**config.mk**
```make
export PLATFORM = sky130hd
export DESIGN_NAME = tt_pfd
export DESIGN_NICKNAME = d
export VERILOG_FILES = /design/src/rtl/tt_pfd.sv
export SDC_FILE = /design/constraint.sdc
export NUM_CORES = 1
export LEC_CHECK = 0
export CAP_MARGIN = 20
export CORE_ASPECT_RATIO = 0.9
export CORE_MARGIN = 10
export CORE_UTILIZATION = 41
export CTS_BUF_LIST = sky130_fd_sc_hd__clkbuf_4 sky130_fd_sc_hd__clkbuf_8 sky130_fd_sc_hd__clkbuf_16
export DETAILED_ROUTE_END_ITERATION = 16
export GPL_TIMING_DRIVEN = 0
export HOLD_SLACK_MARGIN = 0.1
export MAX_ROUTING_LAYER = met4
export SLEW_MARGIN = 20
export SYNTH_ARGS = -nofsm -noshare
export SYNTH_HDL_FRONTEND = slang
export SYNTH_SLANG_ARGS = --single-unit
```
**constraint.sdc**
```tcl
create_clock -name i_clk_gen -period 2.15 [get_ports i_clk_gen]
set_input_delay 0.43 -clock i_clk_gen [delete_from_list [all_inputs] [get_ports i_clk_gen]]
set_output_delay 0.43 -clock i_clk_gen [all_outputs]
set_load 0.02 [all_outputs]
```
**src/rtl/tt_pfd.sv**
```systemverilog
// ----------------------------------------------------------------------------
// tt_pfd -- sampled digital phase-frequency detector
//
// Synchronises the reference clock and the divided feedback clock into the
// i_clk_gen domain, detects their rising edges and runs a tri-state
// (IDLE/UP/DN) FSM whose state drives the up/down pulses for the loop filter.
// Also reports cycle slips and pulse-width timeouts and, optionally, lock.
//
// Optional feature macro:
//   TT_PFD_LOCK_DET_EN  defined   -> lock counter and o_locked logic built
//                       undefined -> no lock counter, o_locked tied to 0
//
// Parameters:
//   SYNC_STAGES  synchroniser depth on i_ref / i_fb (>= 2)
//   CNT_W        pulse-width counter width (>= 2)
//   MAX_WIDTH    pulse-width timeout in cycles (<= 2^CNT_W - 1)
//   LOCK_TOL     largest pulse width counted as an in-tolerance comparison
//   LOCK_COUNT   consecutive in-tolerance comparisons needed for lock
//
// Ports:
//   i_clk_gen   in   sampling clock
//   i_rst       in   asynchronous active-high reset
//   i_ref       in   reference clock (asynchronous)
//   i_fb        in   divided feedback clock (asynchronous)
//   o_up        out  reference edge waiting for its feedback edge
//   o_down      out  feedback edge waiting for its reference edge
//   o_slip      out  one-cycle pulse on cycle slip or timeout
//   o_locked    out  lock indicator
//   i_scan_en   in   scan shift enable (counter becomes a shift register)
//   i_scan_in   in   scan data in
//   o_scan_out  out  scan data out (counter MSB)
// ----------------------------------------------------------------------------
module tt_pfd #(
  parameter int unsigned SYNC_STAGES = 2,
  parameter int unsigned CNT_W       = 8,
  parameter int unsigned MAX_WIDTH   = 255,
  parameter int unsigned LOCK_TOL    = 1,
  parameter int unsigned LOCK_COUNT  = 16
) (
  input  logic i_clk_gen,
  input  logic i_rst,
  input  logic i_ref,
  input  logic i_fb,
  output logic o_up,
  output logic o_down,
  output logic o_slip,
  output logic o_locked,
  input  logic i_scan_en,
  input  logic i_scan_in,
  output logic o_scan_out
);

  localparam logic [CNT_W-1:0] CNT_ONE = CNT_W'(1);
  localparam logic [CNT_W-1:0] CNT_MAX = CNT_W'(MAX_WIDTH);

  typedef enum logic [1:0] {
    S_IDLE = 2'd0,
    S_UP   = 2'd1,
    S_DN   = 2'd2
  } state_t;

  logic [SYNC_STAGES-1:0] ref_sync;
  logic [SYNC_STAGES-1:0] fb_sync;
  logic                   ref_prev;
  logic                   fb_prev;
  logic                   ref_rise;
  logic                   fb_rise;

  state_t                 state;
  state_t                 state_nxt;
  logic [CNT_W-1:0]       cnt;
  logic [CNT_W-1:0]       cnt_nxt;
  logic                   slip_c;
  logic                   slip_q;

  // Synchronisers and edge-detect flops keep sampling even in scan mode
  always_ff @(posedge i_clk_gen or posedge i_rst) begin
    if (i_rst) begin
      ref_sync <= '0;
      fb_sync  <= '0;
      ref_prev <= 1'b0;
      fb_prev  <= 1'b0;
    end else begin
      ref_sync <= {ref_sync[SYNC_STAGES-2:0], i_ref};
      fb_sync  <= {fb_sync[SYNC_STAGES-2:0], i_fb};
      ref_prev <= ref_sync[SYNC_STAGES-1];
      fb_prev  <= fb_sync[SYNC_STAGES-1];
    end
  end

  // Rising edges; discarded while scanning so the FSM and lock logic hold
  assign ref_rise = ref_sync[SYNC_STAGES-1] & ~ref_prev & ~i_scan_en;
  assign fb_rise  = fb_sync[SYNC_STAGES-1]  & ~fb_prev  & ~i_scan_en;

  // State, pulse-width counter and slip register
  always_ff @(posedge i_clk_gen or posedge i_rst) begin
    if (i_rst) begin
      state  <= S_IDLE;
      cnt    <= '0;
      slip_q <= 1'b0;
    end else begin
      state  <= state_nxt;
      cnt    <= cnt_nxt;
      slip_q <= slip_c;
    end
  end

  // Next-state / counter logic
  always_comb begin
    state_nxt = state;
    cnt_nxt   = cnt;
    slip_c    = 1'b0;
    if (i_scan_en) begin
      cnt_nxt = {cnt[CNT_W-2:0], i_scan_in};
    end else begin
      case (state)
        S_IDLE: begin
          // Coincident edges leave the FSM idle (a width-0 comparison)
          if (ref_rise && !fb_rise) begin
            state_nxt = S_UP;
            cnt_nxt   = CNT_ONE;
          end else if (fb_rise && !ref_rise) begin
            state_nxt = S_DN;
            cnt_nxt   = CNT_ONE;
          end
        end
        S_UP: begin
          if (fb_rise) begin
            // Closing edge; a simultaneous ref edge opens the next comparison
            if (ref_rise) begin
              cnt_nxt = CNT_ONE;
            end else begin
              state_nxt = S_IDLE;
              cnt_nxt   = '0;
            end
          end else if (ref_rise) begin
            cnt_nxt = CNT_ONE;
            slip_c  = 1'b1;
          end else if (cnt >= CNT_MAX) begin
            state_nxt = S_IDLE;
            cnt_nxt   = '0;
            slip_c    = 1'b1;
          end else begin
            cnt_nxt = cnt + CNT_ONE;
          end
        end
        S_DN: begin
          if (ref_rise) begin
            if (fb_rise) begin
              cnt_nxt = CNT_ONE;
            end else begin
              state_nxt = S_IDLE;
              cnt_nxt   = '0;
            end
          end else if (fb_rise) begin
            cnt_nxt = CNT_ONE;
            slip_c  = 1'b1;
          end else if (cnt >= CNT_MAX) begin
            state_nxt = S_IDLE;
            cnt_nxt   = '0;
            slip_c    = 1'b1;
          end else begin
            cnt_nxt = cnt + CNT_ONE;
          end
        end
        default: begin
          state_nxt = S_IDLE;
          cnt_nxt   = '0;
        end
      endcase
    end
  end

  // Pulse outputs decoded from the state register and blanked during scan
  assign o_up       = (state == S_UP) & ~i_scan_en;
  assign o_down     = (state == S_DN) & ~i_scan_en;
  assign o_slip     = slip_q & ~i_scan_en;
  assign o_scan_out = cnt[CNT_W-1];

`ifdef TT_PFD_LOCK_DET_EN
  localparam int unsigned     LOCK_W   = $clog2(LOCK_COUNT + 1);
  localparam logic [LOCK_W-1:0] LOCK_MAX = LOCK_W'(LOCK_COUNT);
  localparam logic [CNT_W-1:0]  TOL      = CNT_W'(LOCK_TOL);

  logic [LOCK_W-1:0] lock_cnt;
  logic [LOCK_W-1:0] lock_nxt;
  logic              locked_q;
  logic              close_c;
  logic [CNT_W-1:0]  width_c;

  // Identify a comparison closing this cycle and its pulse width
  always_comb begin
    close_c = 1'b0;
    width_c = '0;
    case (state)
      S_IDLE: begin
        if (ref_rise && fb_rise) begin
          close_c = 1'b1;
        end
      end
      S_UP: begin
        if (fb_rise) begin
          close_c = 1'b1;
          width_c = cnt;
        end
      end
      S_DN: begin
        if (ref_rise) begin
          close_c = 1'b1;
          width_c = cnt;
        end
      end
      default: begin
        close_c = 1'b0;
      end
    endcase
  end

  // Lock counter: saturating count of consecutive good comparisons
  always_comb begin
    lock_nxt = lock_cnt;
    if (slip_c) begin
      lock_nxt = '0;
    end else if (close_c) begin
      if (width_c <= TOL) begin
        if (lock_cnt != LOCK_MAX) begin
          lock_nxt = lock_cnt + LOCK_W'(1);
        end
      end else begin
        lock_nxt = '0;
      end
    end
  end

  always_ff @(posedge i_clk_gen or posedge i_rst) begin
    if (i_rst) begin
      lock_cnt <= '0;
      locked_q <= 1'b0;
    end else begin
      lock_cnt <= lock_nxt;
      locked_q <= (lock_nxt == LOCK_MAX);
    end
  end

  assign o_locked = locked_q;
`else
  assign o_locked = 1'b0;
`endif

endmodule

```
# After elaboration in Yosys (flattened, before gate mapping)
# Cells that the tools add are included.
dict set report totals {
  latch_bits 0
  rom_bits 0
  reg_bits 17
  mem_bits_rw 0
  mem_count 0
  word_cells 59
}
dict set report op_classes {
  shift 0
  reduce_logical 6
  n_bitwise 10
  addsub 1
  div_mod_pow 0
  n_lt_le_gt_ge 1
  muxes 28
  n_eq_ne 6
  multipliers 0
}
# operator n
set ops {}
lappend ops {{$mux 8} 8}
lappend ops {{$pmux 8 s3} 1}
lappend ops {{$mux 2} 9}
lappend ops {{$add 8x1->8 const B} 1}
lappend ops {{$ge 8x8->1 const B} 1}
lappend ops {{$mux 1} 8}
lappend ops {{$and 1x1->1} 7}
lappend ops {{$pmux 2 s3} 1}
lappend ops {{$ne 2x2->1 const B} 2}
lappend ops {{$ne 4x4->1 const B} 1}
lappend ops {{$reduce_and 4->1} 1}
lappend ops {{$ne 3x3->1 const B} 1}
lappend ops {{$not 1->1} 3}
lappend ops {{$eq 2x1->1 const B} 1}
lappend ops {{$eq 2x2->1 const B} 1}
lappend ops {{$logic_and 1x1->1} 2}
lappend ops {{$logic_not 1->1} 2}
lappend ops {{$logic_not 2->1} 1}
lappend ops {{$pmux 1 s2} 1}

# Longest topological paths before layout
# Gate-level depths: netlist of run 1.
dict set report logic_depth {
  ltp_word 9
  mapped_depth 9
}

# Least setup slack after synthesis of run 1
# No wires, ideal clock.
dict set report synth_timing {
  path_kind {input-to-reg}
  from {in i_scan_en}
  to {reg cnt[2]}
  slack_ns 0.000
  path_buffers 2
  arrival_ns 2.024
  required_ns 2.023
  cell_stages 8
  path_cell_list {buf_6 or3b_1 ha_1 nor4b_4 buf_2 nor2_1 mux2i_1 o21ai_1}
}
dict set report synth_between {
  elab_chain_cells 7
  word_cells_on_any_way 15
  classes_between {eq/ne: 1; mux: 7; bitwise: 3; reduce/logical: 4}
}
# item line
set synth_rtl {}
lappend synth_rtl {{start: declaration} 48} ;# input logic i_scan_en,
lappend synth_rtl {{$not 1->1 (no source line)} -}
lappend synth_rtl {{$and 1x1->1} 93} ;# assign fb_rise = fb_sync[SYNC_STAGES-1] & ~fb_prev & ~i_scan_en;
lappend synth_rtl {{$logic_not 1->1} 119} ;# if (ref_rise && !fb_rise) begin
lappend synth_rtl {{$logic_and 1x1->1} 119}
lappend synth_rtl {{$mux 8} 119}
lappend synth_rtl {{$pmux 8 s3} 116} ;# case (state)
lappend synth_rtl {{$mux 8} 113} ;# if (i_scan_en) begin
lappend synth_rtl {{end signal: assignment} 103} ;# cnt <= cnt_nxt;
lappend synth_rtl {{end: declaration} 71} ;# logic [CNT_W-1:0] cnt;
# Parallel ways exist; a longest one is shown, timed or not.
# A chain may end at the register's enable or synchronous reset.

# Final worst setup path of run 1
dict set report layout_timing {
  from {in i_scan_en}
  to {out o_slip}
}
dict set report layout_between {
  elab_chain_cells 2
}
# item line
set layout_rtl {}
lappend layout_rtl {{$not 1->1 (no source line)} -}
lappend layout_rtl {{$and 1x1->1} 177} ;# assign o_slip = slip_q & ~i_scan_en;
lappend layout_rtl {{end: declaration} 46} ;# output logic o_slip,
# No other way between the ends.

==> results.txt, run 1 <==
* Final cycle utilization of the critical path: 94.1%
- Max layer used: met4
- At the pin with the least slew margin, the transition time is 0.619 ns.
* Cell depth of the worst min-delay path: 0
- 11 I/O pins were placed.
- Asr flop ratio synth: 100%
- Synth Flop Type: sky130_fd_sc_hd__dfrtp_1
* Avg Synthesized Cell Area: 10.1 um^2
* Ratio of total power to cell area: 1010 nW/um^2
* Quantity of I/O buffers inserted on ports: 8
* Cell types occupying the most area after synthesis: sky130_fd_sc_hd__dfrtp_1 38%, sky130_fd_sc_hd__ha_1 7.8%, sky130_fd_sc_hd__o311ai_2 2.9%, sky130_fd_sc_hd__o21ai_0 2.7%, sky130_fd_sc_hd__inv_1 2.7%
- Peak ir drop on the vdd network: 572 uV
* Number of rows in the core area: 17
* Post-cts hold buffer count: 0
- After detailed routing, the wire length on met1 is 1070 um.
- Clock-pin slew was measured on the worst setup and hold paths at 0.10 ns.
- Number of sinks driven by the clock tree: 17
- The path class of the tightest hold or removal check is flip-flop to flip-flop.
- Timing analysis after detailed placement gives a worst setup slack of -0.234 ns.
- The path with the worst hold slack has its endpoint at ref_sync[1]$_DFF_PP0_.
- Kind of start point of the critical path: input port
- The critical path is of the input port to output port type.
- Kind of capture point of the worst setup path: output port
* Number of warning messages in the yosys log: 0
- DRC violation count after routing: 0
- Chip width: 75.1 um
- The worst hold path begins at ref_sync[0]$_DFF_PP0_.
- TritonCTS clock tree: yes
* First-iteration detailed-routing DRC count: 48
* Bufs on Longest Clock Path: 2
- In the final routed layout, each cell accounts on average for 14.5 um.
- The count of nets left with antenna violations once routing finished came out at 0.
- The core region is 2530 um^2.
- Post-synthesis cell count: 111
* Final routed wirelength across all metal layers: 2220 um
- Vertical die dimension: 69.6 um
- Summed over its instances, the top area cell type makes up 38.0% of the synthesized netlist area.
- Source-to-sink clock delay at the later pin of the worst-skew pair: 0.30 ns
- The floorplan step defined a die boundary enclosing 5220 um^2.
* Effective utilization at floorplan: 44.2%
- Leakage power figure: 0.574 nW
- Routability-driven placement finished with a final weighted congestion of 0.833.
- The biggest area contributor in the post-synthesis netlist is sky130_fd_sc_hd__dfrtp_1.
- Met2 WL post-DR: 1010 um
- Crit path time final: 2.02 ns
* Maximum clock rate: 494 MHz
* Reg2Reg Setup Slack: 0.16 ns
* Yosys cell types: 49
* Max Transition Viols Final: 0
* Startpoint of the worst register-to-register path: fb_sync[1]$_DFF_PP0_
- Sum of overflow across all layers after global routing: 0
* Initial antenna violation count: 0
- Delay of the slowest cell on the worst path: 0.55 ns
- Final Hold Vio Count: 0
* Worst slew margin relative to its limit: 58.7%
* Placement-stage cell area: 1240 um^2
* Cell Area, Synth: 1120 um^2
- The synthesized design contains 0 enable-type register cells.
- Total routing resource utilization after global routing: 9.49%
* Commonest non-fill, non-tap cell in the layout: sky130_fd_sc_hd__dfrtp_1
- List of cells traversed by the critical path: buf_6 -> clkbuf_1 -> nor2b_1 -> clkdlybuf4s50_1
- After detailed routing, the number of vias per cell comes to 5.59.
- Measured in cells, the most critical reg-to-reg path has a length of 7.
- Among cell families on the critical path, the largest total delay comes from buffers and inverters.
- Summing the sequential cell areas from Yosys gives 38.0% of the chip area.
* Largest net degree at the start of global routing: 18
* Final cell area excluding filler cells: 1280 um^2
- CTS root buffer: sky130_fd_sc_hd__clkbuf_4
- The slowest stage of the critical path belongs to the cell sky130_fd_sc_hd__clkdlybuf4s50_1.
* Total of flip-flops plus latches after synthesis: 17
- Vias in the first global route: 795
- Cts bufs inserted: 3
- The number of nets in the synthesized netlist is 124.
- For the final database, setup skew stands at 0.00353 ns.
* Crit path buf inv count: 3
- The first detailed-routing pass ran for 4 iterations.
* Reg-to-Reg End: cnt[2]$_DFFE_PP0P_
* Count of final setup violators: 0
- RSZ-0062 raised after global routing: no
- The first global-routing pass estimated 3880 um of wire.
* Crit Path Max Fanout: 10
* Area added between synthesis and finish: 14.5%
- Data arrival time of the worst path: 1.59 ns
* Met3 wire length: 128 um
- Antenna diode count: 0
- Outcome: completed
* H-Tree Level Count: 1
* Most frequent cells in the layout: 17 x sky130_fd_sc_hd__dfrtp_1, 8 x sky130_fd_sc_hd__inv_1, 8 x sky130_fd_sc_hd__nand2_1
- Total of max-cap violations: 0
- Fraction of final layout cells with drive strength greater than 1: 21.6%
- The detailed router placed 856 vias in this run.
- STA puts the critical path data required time at 1.72 ns.
* Smallest setup slack after layout: 0.127 ns
* HPWL after detailed placement: 1770 um
* Final net count: 139
-- cell usage after synthesis, types with 2 or more instances --
cell and number:
sky130_fd_sc_hd__buf_2 2, sky130_fd_sc_hd__o311ai_2 2, sky130_fd_sc_hd__buf_6 2, sky130_fd_sc_hd__dfrtp_1 17
sky130_fd_sc_hd__a211oi_1 2, sky130_fd_sc_hd__o2bb2ai_1 2, sky130_fd_sc_hd__a22oi_1 3, sky130_fd_sc_hd__a31oi_1 3
sky130_fd_sc_hd__o21ai_0 6, sky130_fd_sc_hd__nor2_1 5, sky130_fd_sc_hd__ha_1 7, sky130_fd_sc_hd__nor4_1 2
sky130_fd_sc_hd__a21oi_1 2, sky130_fd_sc_hd__nor2b_1 2, sky130_fd_sc_hd__inv_1 8, sky130_fd_sc_hd__nand3_1 4
sky130_fd_sc_hd__nand2_1 8, sky130_fd_sc_hd__nand2b_1 3
-- where the power goes --
group	switching [mW]	leakage (nW)	internal, mW	total [mW]
clock network	0.107	0.0139	0.0709	0.178
logic	0.337	0.344	0.283	0.620
registers	0.0954	0.216	0.399	0.494
-- routing by layer --
metal  global-route usage [%]  up-vias
met5                        -        -
met4                     1.25        0
met3                     3.57        2
met2                     12.9       23
met1                     13.2      403
li1                         -      428
-- flip-flops by register name, indices dropped and copies added (netlist names) --
| signal | flops |
|---|---|
| ref_prev | 1 |
| cnt | 8 |
| fb_prev | 1 |
| state | 2 |
| slip_q | 1 |
| fb_sync | 2 |
| ref_sync | 2 |
-- through the flow --
| step | cells | util, % | total power, mW | TNS [ns] | hold WS [ns] |
|---|---|---|---|---|---|
| after floorplan | 111 | - | 0.946 | 0 | 0.331 |
| after global placement | 147 | 48.9 | 1.10 | -0.944 | 0.336 |
| after detailed placement | 147 | 48.9 | 1.10 | -1.03 | 0.338 |
| after CTS | 153 | 50.6 | 1.29 | 0 | 0.363 |
| after global routing | 153 | 50.7 | 1.41 | 0 | 0.369 |
| final | 153 | 50.7 | 1.29 | 0 | 0.360 |
-- worst register-to-register path, delay by kind of cell, from the launching register on --
family,cells,cell delay [ns]
mux,1,0.14
fa+ha+maj,1,0.26
compound gates,1,0.08
simple gates,3,0.80
buf+inv,1,0.23
flops,1,0.38
-- worst max-delay path by stage --
| stage | start | end | slack (ns) | cells past startpoint |
|---|---|---|---|---|
| floorplan | i_scan_en | cnt[2]$_DFFE_PP0P_ | 0.02 | 8 |
| global placement | i_scan_en | cnt[2]$_DFFE_PP0P_ | -0.21 | 8 |
| detailed placement | i_scan_en | cnt[2]$_DFFE_PP0P_ | -0.23 | 8 |
| CTS | fb_sync[1]$_DFF_PP0_ | cnt[2]$_DFFE_PP0P_ | 0.09 | 7 |
| global route | fb_sync[1]$_DFF_PP0_ | cnt[2]$_DFFE_PP0P_ | 0.02 | 7 |
| finish | i_scan_en | o_slip | 0.13 | 4 |
-- area by class of cell --
cell class / instances / area, um^2
buffer: 6 / 46.3
clock buffer: 3 / 22.5
clock inverter: 1 / 7.51
fill: 246 / 1250
inverter: 9 / 33.8
multi-input combinational: 79 / 619
sequential: 17 / 425
tap: 28 / 35.0
timing repair buffer: 10 / 92.6
-- what timing repair did --
action / in CTS / in global routing
buffers inserted: 2 / 0
setup endpoints to repair: 3 / 3
pin swaps: 1 / 0
resized for setup: 2 / 1
-- cells by family after synthesis --
kind of cell / Yosys count / synth area share (%)
buffers and inverters: 15 / 6.93
flip-flops: 17 / 38.0
adder cells (fa/ha/maj): 7 / 7.82
multiplexers: 1 / 0.894
AND/OR/NAND/NOR: 39 / 25.0
AO/OA/AOI/OAI: 31 / 21.0
other: 1 / 0.335
Power figures use the tool's default switching activity.
==> run 2, diff against run 1 <==
--- a/config.mk
+++ b/config.mk
@@ -15,5 +15,4 @@
 export HOLD_SLACK_MARGIN = 0.1
 export MAX_ROUTING_LAYER = met4
-export SLEW_MARGIN = 20
 export SYNTH_ARGS = -nofsm -noshare
 export SYNTH_HDL_FRONTEND = slang
==> constraint.sdc (replaced) <==
create_clock -name i_clk_gen -period 2.15 [get_ports i_clk_gen]
set_input_delay 0.3225 -clock i_clk_gen [delete_from_list [all_inputs] [get_ports i_clk_gen]]
set_output_delay 0.3225 -clock i_clk_gen [all_outputs]
set_load 0.02 [all_outputs]
==> run 2 against run 1 <==
Combinational power down 0.6%. Flip-flop and latch count unchanged. Die area unchanged. Worst hold slack worse by 0.0039 ns. Core utilization up 0.59 points. Cell count up 0.65%. Setup slack better by 0.0045 ns. Sequential power about the same. Sequential share of layout area down 0.38 points. Critical path type is now flip-flop to flip-flop. Critical endpoint is now cnt[6]$_DFFE_PP0P_. Largest cell class unchanged.
==> results.txt, run 2 (synthesized netlist as in run 1, its figures left out) <==
* Placeable core region: 2530 um^2
- STA puts the critical path data required time at 2.34 ns.
* Leakage power figure: 0.598 nW
- IR analysis of the VDD net gives a maximum drop of 477 uV.
- STA puts the critical path data arrival time at 2.21 ns.
- STA classifies the critical path startpoint as a flip-flop.
- Worst slack at placement: -0.122 ns
- Post-cts hold buffer count: 0
- In the routed design, unresolved DRC markers number 0.
- Total of max-cap violations: 0
* WL per Instance: 14.4 um
- Number of flip-flops under the largest register name: 8
- Source-to-sink clock delay at the later pin of the worst-skew pair: 0.29 ns
* Quantity of I/O buffers inserted on ports: 8
* Antenna diode count: 0
* Maximum clock skew at final layout: 0.0103 ns
- RSZ-0062 raised after global routing: no
- Ratio of total power to cell area: 995 nW/um^2
- Final Hold Vio Count: 0
* Largest Register: cnt
- Summed over all layers, the global routing overflow is 0.
- In this run the number of H-tree levels came out at 1.
- In this design, the stage delay of the slowest critical-path cell is 0.41 ns.
- Hold WC Path Type: flip-flop to flip-flop
- The routed layout has 846 vias.
* Effective utilization at floorplan: 44.2%
- For this block, the initial DRC count from the detailed router was 23.
- First-pass DRT Iterations: 4
- TritonCTS built the clock tree.
- The number of clock buffers added by TritonCTS is 3.
- Post-CTS clock slew at the launch and capture registers of the worst setup and hold paths: 0.10 ns
* Number of sinks driven by the clock tree: 17
- Bufs on Longest Clock Path: 2
- Kind of capture point of the worst setup path: flip-flop
- HPWL after detailed placement: 1670 um
* Maximum clock rate: 495 MHz
- In the final layout, the share of cells above drive strength 1 is 22.2%.
- The smallest clock period supported by the final layout is computed as 2.02 ns.
- Crit path max-delay family: simple AND/OR/NAND/NOR gates
* CTS root buffer: sky130_fd_sc_hd__clkbuf_4
- List of cells traversed by the critical path: or3b_1 -> ha_2 -> nor4b_4 -> buf_4 -> buf_4 -> nor4_1 -> a21oi_1 -> nand2_1
- Of all nets on the critical path, the largest fanout is 4.
- Total routing resource utilization after global routing: 9.19%
- Final net count: 140
- Transition at the pin with the smallest max-transition slack: 0.660 ns
- Area enclosed by the die boundary: 5220 um^2
* Master of the slowest instance on the critical path: sky130_fd_sc_hd__nor4b_4
* Initial antenna violation count: 0
- Commonest non-fill, non-tap cell in the layout: sky130_fd_sc_hd__dfrtp_1
* Path type of the worst setup path: flip-flop to flip-flop
* Worst slew margin relative to its limit: 56.0%
- Crit path buf inv count: 2
- Setup violations remaining at the end of the flow were counted as 0.
- The flow ran to the end, and the final reports show no timing, DRC or antenna violations.
* Most frequent cells in the layout: 17 x sky130_fd_sc_hd__dfrtp_1, 8 x sky130_fd_sc_hd__inv_1, 8 x sky130_fd_sc_hd__nand2_1
* Vias in the first global route: 776
- Number of rows in the core area: 17
- Hold is met by 0.356 ns.
- The design draws 1.29 mW.
- Chip width: 75.1 um
- Among the stages of the critical path, the cell type that occurs most often is sky130_fd_sc_hd__buf_4.
- Area added between synthesis and finish: 15.9%
- Antenna Violating Nets Remaining: 0
- Entering global routing, the biggest net connects 18 pins.
- Smallest setup slack after layout: 0.131 ns
- Final cycle utilization of the critical path: 93.9%
- The congestion estimate from routability-driven global placement came to 0.787.
- The routed design has 2220 um of wire.
- The die is 69.6 um tall.
- Global-route wire length before repair: 3730 um
- Max Transition Viols Final: 0
- Number of top-level design ports: 11
- Vias per cell: 5.49
run 2: changes by cell type in the layout (fill, tap and decap cells not counted), sizes merged:
cell / delta
buf: +1
dlygate4sd2: -1
clkbuf: +1
dlymetal6s2s: +1
clkinvlp: -1
run 2: area by class of cell:
cell class | count | area, um^2
plain buffers | 6 | 50.0
clock buffers | 4 | 30.0
fillers | 226 | 1230
inverters | 9 | 33.8
multi-input cells | 79 | 619
flip-flops and latches | 17 | 425
well taps | 28 | 35.0
repair buffers | 11 | 104
run 2: repair_timing:
action                                  in CTS  in global routing
endpoints found under the setup margin       2                  6
resized for setup                            2                  3
pin swaps                                    0                  1
buffers inserted                             0                  3
run 2: metal layers:
layer	part of all wire [%]	vias up	track usage [%]
met4	0.45	0	1.88
met3	5.7	2	3.42
li1	-	436	-
met1	51	390	13.1
met2	43	18	11.9
met5	0	-	-
run 2: metrics by stage:
step                TNS (ns)  cell area, um^2  utilization [%]  std cells
global route               0             1300             51.3        154
detailed placement    -0.259             1230             48.8        147
finish                     0             1300             51.3        154
global placement      -0.203             1230             48.8        147
floorplan                  0             1120                -        111
CTS                        0             1270             50.0        151
run 2: path summary, 6_finish.rpt:
check                                           start                     to  slack (ns)  cells past startpoint
worst max-delay path                fb_prev$_DFF_PP0_     cnt[6]$_DFFE_PP0P_        0.13                      8
min in group asynchronous                       i_rst     cnt[7]$_DFFE_PP0P_        0.42                      2
worst max register to register      fb_prev$_DFF_PP0_     cnt[6]$_DFFE_PP0P_        0.13                      8
worst min register to register  ref_sync[0]$_DFF_PP0_  ref_sync[1]$_DFF_PP0_        0.36                      0
max in group asynchronous                       i_rst     cnt[0]$_DFFE_PP0P_        1.31                      2
worst min-delay path            ref_sync[0]$_DFF_PP0_  ref_sync[1]$_DFF_PP0_        0.36                      0
run 2: power breakdown:
group	switching [mW]	total (mW)	internal, mW	leakage, nW
clock	0.0945	0.179	0.0847	0.0184
sequential	0.0980	0.497	0.399	0.216
combinational	0.327	0.616	0.289	0.364
total	0.519	1.29	0.773	0.598
